--- src/rtl/cmd_guard.sv ---
// Command sanitizer: accepts raw user commands, issues only legal codes as a
// strobed, held command, and locks out permanently after repeated illegal input.
//
// state  | meaning
// IDLE   | ready, waiting for in_valid
// CHECK  | captured code being classified legal/illegal
// ISSUE  | strobe cycle, cmd_out carries the command
// HOLD   | cmd_out held while the hold counter runs down
// LOCKED | refusing all commands until rst
module cmd_guard #(
   parameter int MAX_ERR     = 3,
   parameter int HOLD_CYCLES = 2
) (
   input  logic       clk,
   input  logic       rst,
   input  logic       in_valid,
   input  logic [2:0] in_cmd,
   output logic       in_ready,
   output logic [2:0] cmd_out,
   output logic       cmd_strobe,
   output logic       locked,
   output logic [2:0] err_cnt
);

   typedef enum logic [2:0] {
      IDLE   = 3'd0,
      CHECK  = 3'd1,
      ISSUE  = 3'd2,
      HOLD   = 3'd3,
      LOCKED = 3'd4
   } state_t;

   localparam logic [2:0] MAX_ERR_L = 3'(MAX_ERR);
   localparam logic [3:0] HOLD_LOAD = 4'(HOLD_CYCLES - 1);

   // Plain vector so the unused encodings 5..7 stay representable.
   logic [2:0] r_state;
   logic [2:0] r_cap;
   logic [2:0] r_cmd_out;
   logic [2:0] r_err;
   logic [3:0] r_cnt;
   logic       r_strobe;
   logic       r_locked;

   state_t     w_state_nxt;
   logic [2:0] w_cap_nxt;
   logic [2:0] w_cmd_nxt;
   logic [2:0] w_err_nxt;
   logic [2:0] w_err_inc;
   logic [3:0] w_cnt_nxt;
   logic       w_strobe_nxt;
   logic       w_legal;

   assign w_legal   = (r_cap == 3'h3) || (r_cap == 3'h4) || (r_cap == 3'h5);
   assign w_err_inc = (r_err == 3'h7) ? 3'h7 : r_err + 3'h1;

   always_comb begin
      w_state_nxt  = IDLE;
      w_cap_nxt    = r_cap;
      w_cmd_nxt    = r_cmd_out;
      w_err_nxt    = r_err;
      w_cnt_nxt    = r_cnt;
      w_strobe_nxt = 1'b0;
      case (r_state)
         IDLE: begin
            w_cmd_nxt = 3'h0;
            if (in_valid) begin
               w_cap_nxt   = in_cmd;
               w_state_nxt = CHECK;
            end else begin
               w_state_nxt = IDLE;
            end
         end
         CHECK: begin
            if (w_legal) begin
               w_cmd_nxt    = r_cap;
               w_strobe_nxt = 1'b1;
               w_state_nxt  = ISSUE;
            end else begin
               w_cmd_nxt   = 3'h0;
               w_err_nxt   = w_err_inc;
               w_state_nxt = (w_err_inc == MAX_ERR_L) ? LOCKED : IDLE;
            end
         end
         ISSUE: begin
            w_cnt_nxt   = HOLD_LOAD;
            w_state_nxt = HOLD;
         end
         HOLD: begin
            if (r_cnt == 4'd0) begin
               w_cmd_nxt   = 3'h0;
               w_state_nxt = IDLE;
            end else begin
               w_cnt_nxt   = r_cnt - 4'd1;
               w_state_nxt = HOLD;
            end
         end
         LOCKED: begin
            w_cmd_nxt   = 3'h0;
            w_state_nxt = LOCKED;
         end
         default: begin
            w_cmd_nxt   = 3'h0;
            w_state_nxt = LOCKED;
         end
      endcase
   end

   always_ff @(posedge clk) begin
      if (rst) begin
         r_state   <= IDLE;
         r_cap     <= 3'h0;
         r_cmd_out <= 3'h0;
         r_err     <= 3'h0;
         r_cnt     <= 4'd0;
         r_strobe  <= 1'b0;
         r_locked  <= 1'b0;
      end else begin
         r_state   <= w_state_nxt;
         r_cap     <= w_cap_nxt;
         r_cmd_out <= w_cmd_nxt;
         r_err     <= w_err_nxt;
         r_cnt     <= w_cnt_nxt;
         r_strobe  <= w_strobe_nxt;
         r_locked  <= (w_state_nxt == LOCKED);
      end
   end

   assign in_ready   = (r_state == IDLE);
   assign cmd_out    = r_cmd_out;
   assign cmd_strobe = r_strobe;
   assign locked     = r_locked;
   assign err_cnt    = r_err;

endmodule

--- config.mk ---
export PLATFORM = sky130hd
export DESIGN_NAME = cmd_guard
export DESIGN_NICKNAME = d
export VERILOG_FILES = /design/src/rtl/cmd_guard.sv
export SDC_FILE = /design/constraint.sdc
export NUM_CORES = 1
export LEC_CHECK = 0
export ABC_AREA = 1
export CORE_MARGIN = 2
export CORE_UTILIZATION = 50
export CTS_CLUSTER_SIZE = 12
export DETAILED_ROUTE_END_ITERATION = 8
export PLACE_DENSITY = 0.76
export SETUP_SLACK_MARGIN = 0.3
export SLEW_MARGIN = 20
export SYNTH_ARGS = -nofsm -noshare
export SYNTH_HDL_FRONTEND = slang
export SYNTH_SLANG_ARGS = --single-unit
--- constraint.sdc ---
create_clock -name clk -period 1.45 [get_ports clk]
set_clock_uncertainty 0.1 [all_clocks]
set_input_delay 0.145 -clock clk [delete_from_list [all_inputs] [get_ports clk]]
set_output_delay 0.145 -clock clk [all_outputs]
set_load 0.03 [all_outputs]
# --- Yosys cells after proc, flatten, opt, wreduce, memory -nomap -nowiden ---
# Index checks and enable logic that the tools add are counted.
word_totals:
  reg_bits: 18
  latch_bits: 0
  ramBits: 0
  romBits: 0
  inputBits: 6
  out_inout_bits: 9
  n_memories: 0
classes:
  add_sub_neg: 2
  mul: 0
  div: 0
  magnitude_cmp: 0
  eq_ne: 11
  shifts: 0
  mux: 12
  bitwise_logic: 3
  reduce_logical: 10
op_table:
  columns: ["cell", "count"]
  rows:
  - ["$mux W3", 5]
  - ["$eq A3 B2 Y1 const B", 4]
  - ["$eq A3 B3 Y1 const B", 4]
  - ["$pmux W3 S4", 1]
  - ["$pmux W3 S3", 1]
  - ["$pmux W4 S2", 1]
  - ["$reduce_and A2 Y1", 4]
  - ["$logic_not A4 Y1", 1]
  - ["$mux W4", 1]
  - ["$ne A2 B2 Y1 const B", 2]
  - ["$sub A4 B1 Y4 const B", 1]
  - ["$add A3 B1 Y3 const B", 1]
  - ["$eq A3 B1 Y1 const B", 1]
  - ["$logic_not A3 Y1", 1]
  - ["$not A1 Y1", 3]
  - ["$logic_or A1 B1 Y1", 2]
  - ["$mux W1", 2]
  - ["$mux W2", 1]
  - ["$reduce_bool A2 Y1", 1]
  - ["$reduce_or A2 Y1", 1]

# --- Logic depth before layout (Yosys ltp) ---
# Gate-level depths: netlist of run 1.
depth:
  depth_word: 7
  depth_mapped: 8

# --- Worst setup path after synthesis of run 1 ---
# No wires, ideal clock.
synth_path:
  path_kind: "register to register"
  from: "register r_state[0]"
  to: "register r_cap[0]"
  setup_time_ps: 71
  arrival_time_ps: 1381
  required_time_ps: 1279
  path_slack_ps: -102
  stages_incl_launch_ff: 4
  synth_period_minus_slack_ps: 1552
  cell_sequence: "dfxtp_1 -> nor3_1 -> nand3_1 -> a21oi_1"
synth_via:
  elab_chain_len: 2
synth_lines:
  columns: ["item", "line_no", "text"]
  rows:
  - ["start: declaration", "37", "logic [2:0] r_state;"]
  - ["start signal: assignment", "119", "r_state <= w_state_nxt;"]
  - ["$logic_not A3 Y1", null, null]
  - ["net in_ready", "18", "output logic in_ready,"]
  - ["$reduce_and A2 Y1 (no line)", null, null]
  - ["end signal: assignment", "120", "r_cap <= w_cap_nxt;"]
  - ["end: declaration", "38", "logic [2:0] r_cap;"]
# The timed path passes the listed nets, and every way through them passes these cells.
# A chain may end at the register's enable or synchronous reset.

# --- Worst setup path after layout of run 1 ---
layout_path:
  from: "register r_state[1]"
  to: "output in_ready"
layout_via:
  elab_chain_len: 1
layout_lines:
  columns: ["item", "line_no", "text"]
  rows:
  - ["$logic_not A3 Y1", "129", "assign in_ready = (r_state == IDLE);"]
  - ["end: declaration", "18", null]
# Every way passes these cells.

==> metrics.md, run 1 <==
| Metric | Value |
|---|---|
| Status | `complete, no violations` |
| Via density | `5.592` |
| Max Freq | `771.8 MHz` |
| CTS root buf | `clkbuf_4` |
| Max Cap Viol | `0` |
| Share of cells above drive strength 1 | `47.52%` |
| Iter 0 DRT Violations | `21` |
| Clock sinks | `18` |
| Syn_nets | `about 130` |
| Cells after Synth | `117` |
| Largest net degree at the start of global routing | `11` |
| Final period util | `89.35%` |
| GP Congestion | `0.8133` |
| Drt total wl | `between 2000 and 2500 um` |
| Layout Nets | `151` |
| Initial Utilization | `54.87%` |
| # setup viols final | `0` |
| #FFs+latches synth | `18` |
| # DRC | `0` |
| Cell Area, Synth | `845.8 um^2` |
| Worst-path clk slew | `110 ps` |
| ANT cells | `0` |
| Worst vdd ir | `0.7459 mV` |
| Die Span X | `approximately 45 um` |
| First-pass GRT wire length | `3484 um` |
| Vias | `878` |
| Tmin final | `approximately 1300 ps` |
| Power Dens Cells | `between 900 and 1000 nW/um^2` |
| Final Slew Violations | `0` |
| Register area share after synthesis | `42.60%` |
| Initial antenna violation count | `0` |
| Ys Warns | `0` |
| CTS H-tree depth | `1` |
| CP startpoint kind | `flip-flop` |
| ANT nets after route | `0` |
| Crit path DAT | `between 1000 and 1500 ps` |
| Crit end category | `primary output` |
| Clock Path Buffers | `2` |
| Leak pwr | `0.4963 nW` |
| Grt total ovfl | `0` |
| Dpl hpwl | `1359 um` |
| Crit path kind | `reg -> out` |
| Hold-fix buffers, CTS | `0` |
| Non-Filler Instances | `157` |
| Number of hold violations in the final report | `0` |
| Gr usage total | `between 20% and 30%` |
| Worst-Margin Slew | `291.0 ps` |
| Router iterations before antenna repair | `5` |
| FILL cells | `107` |
| Placed cells | `148` |
| Setup TNS | `0 ps` |
| Die area | `about 2000 um^2` |
| CTS Buf Count | `3` |
| Ports | `15` |
| Most frequent cells in the layout | `19 x nand2_1, 12 x inv_1, 10 x nor2_1` |
| Worst hold path type | `in -> reg` |
| Max-slew headroom | `80.54%` |
| RSZ-0062 raised after global routing | `true` |
| CP Data Required Time | `roughly 1200 ps` |
| Port Buffer Count | `14` |
| Crit Path Max Fanout | `3` |
| Worst skew pair latency | `between 300 and 400 ps` |
| Commonest non-fill, non-tap cell in the layout | `nand2_1` |
| Syn_area_per_cell | `between 7 and 8 um^2` |
| Core area | `roughly 1500 um^2` |
| Vias in the first global route | `791` |
| TritonCTS clock tree | `built` |
| Die Y | `45.13 um` |
| Netlist cell types | `20` |
| Synth-to-Final Area Change | `44.23%` |
| Wire length per cell | `14.38 um` |
| Standard-cell rows | `14` |
## per-stage QoR
step / area [um^2] / total power [W] / utilization, % / hold WS (ps) / setup slack, ps
finish: 1220 / 0.001114 / 79.14 / 323.4 / 154.4
global route: 1220 / 0.001154 / 79.14 / 356.3 / 114.7
CTS: 1149 / 0.001076 / 74.51 / 328.8 / 157.7
detailed placement: 1046 / 0.0007568 / 67.86 / 368.5 / 135.1
global placement: 1046 / 0.0007506 / 67.86 / 364.7 / 179.8
floorplan: 877.1 / 0.0006867 / - / 114.1 / 305.5
## per-layer routing
layer	vias to the layer above	global-route usage, %	share of wire, %
li1	426	-	-
met1	415	29.03	43
met2	32	39.71	50
met3	5	5.600	5.2
met4	0	7.647	1.9
met5	-	0	0
## logic make-up after synthesis
family / count (synthesis) / synth area share (%)
buf+inv: 17 / 7.840
compound gates: 20 / 13.02
simple gates: 59 / 32.10
fa+ha+maj: 3 / 4.438
flops: 18 / 42.60
## worst paths after layout
check                    end        from  cells after the start  slack, ps
setup reg to reg    r_cnt[3]  r_state[1]                      6        230
hold / removal      r_cap[0]   in_cmd[0]                      3        320
hold reg to reg   cmd_out[0]  cmd_out[0]                      2        380
setup / recovery    in_ready  r_state[1]                      2        150
## flip-flops by register name (all words and copies together) (netlist names)
signal,count
err_cnt,3
r_state,3
r_cap,3
locked,1
r_cnt,4
cmd_strobe,1
cmd_out,3
## power by group
group / switching [W] / internal (W) / leakage [nW]
sequential: 0.0000271 / 0.000517 / 0.152
clock: 0.000174 / 0.000153 / 0.0210
combinational: 0.000145 / 0.0000985 / 0.324
total: 0.000345 / 0.000769 / 0.496
## cells in the mapped netlist, drive strengths merged
master | n | share of area [%]
nand2 | 29 | 14
o21ai | 3 | 1.8
o21bai | 1 | 0.89
nand3 | 12 | 7.7
nor3 | 1 | 0.59
ha | 3 | 4.4
nand3b | 1 | 0.89
nor2 | 15 | 7.8
inv | 16 | 7.4
buf | 1 | 0.44
dfxtp | 18 | 43
nand4 | 1 | 0.74
a21oi | 16 | 10
## area by class of cell
class / count / area, um^2 / share of cell area [%]
tap: 16 / 20.02 / 1.641
sequential: 18 / 384.1 / 31.49
clock buffer: 4 / 36.28 / 2.974
inverter: 16 / 65.06 / 5.333
multi-input combinational: 82 / 555.5 / 45.54
timing repair buffer: 21 / 158.9 / 13.03
## what timing repair did
action	in CTS	in global routing
gates resized for setup	59	29
setup endpoints to repair	25	20
pin swaps	13	15
gates cloned	0	0
setup buffers	4	1
## critical path, stage by stage, from the launching register on
cell and delay [ps]:
dfxtp_4 380, nor3_4 210, buf_6 160
No activity file was read; power rests on OpenSTA's default activity.
==> run 2, diff against run 1 <==
Settings changed: CTS_CLUSTER_SIZE 12 to not set, SLEW_MARGIN 20 to 25.
==> results of run 2 <==
No change in the layout: final DEF, timing and power equal those of run 1.
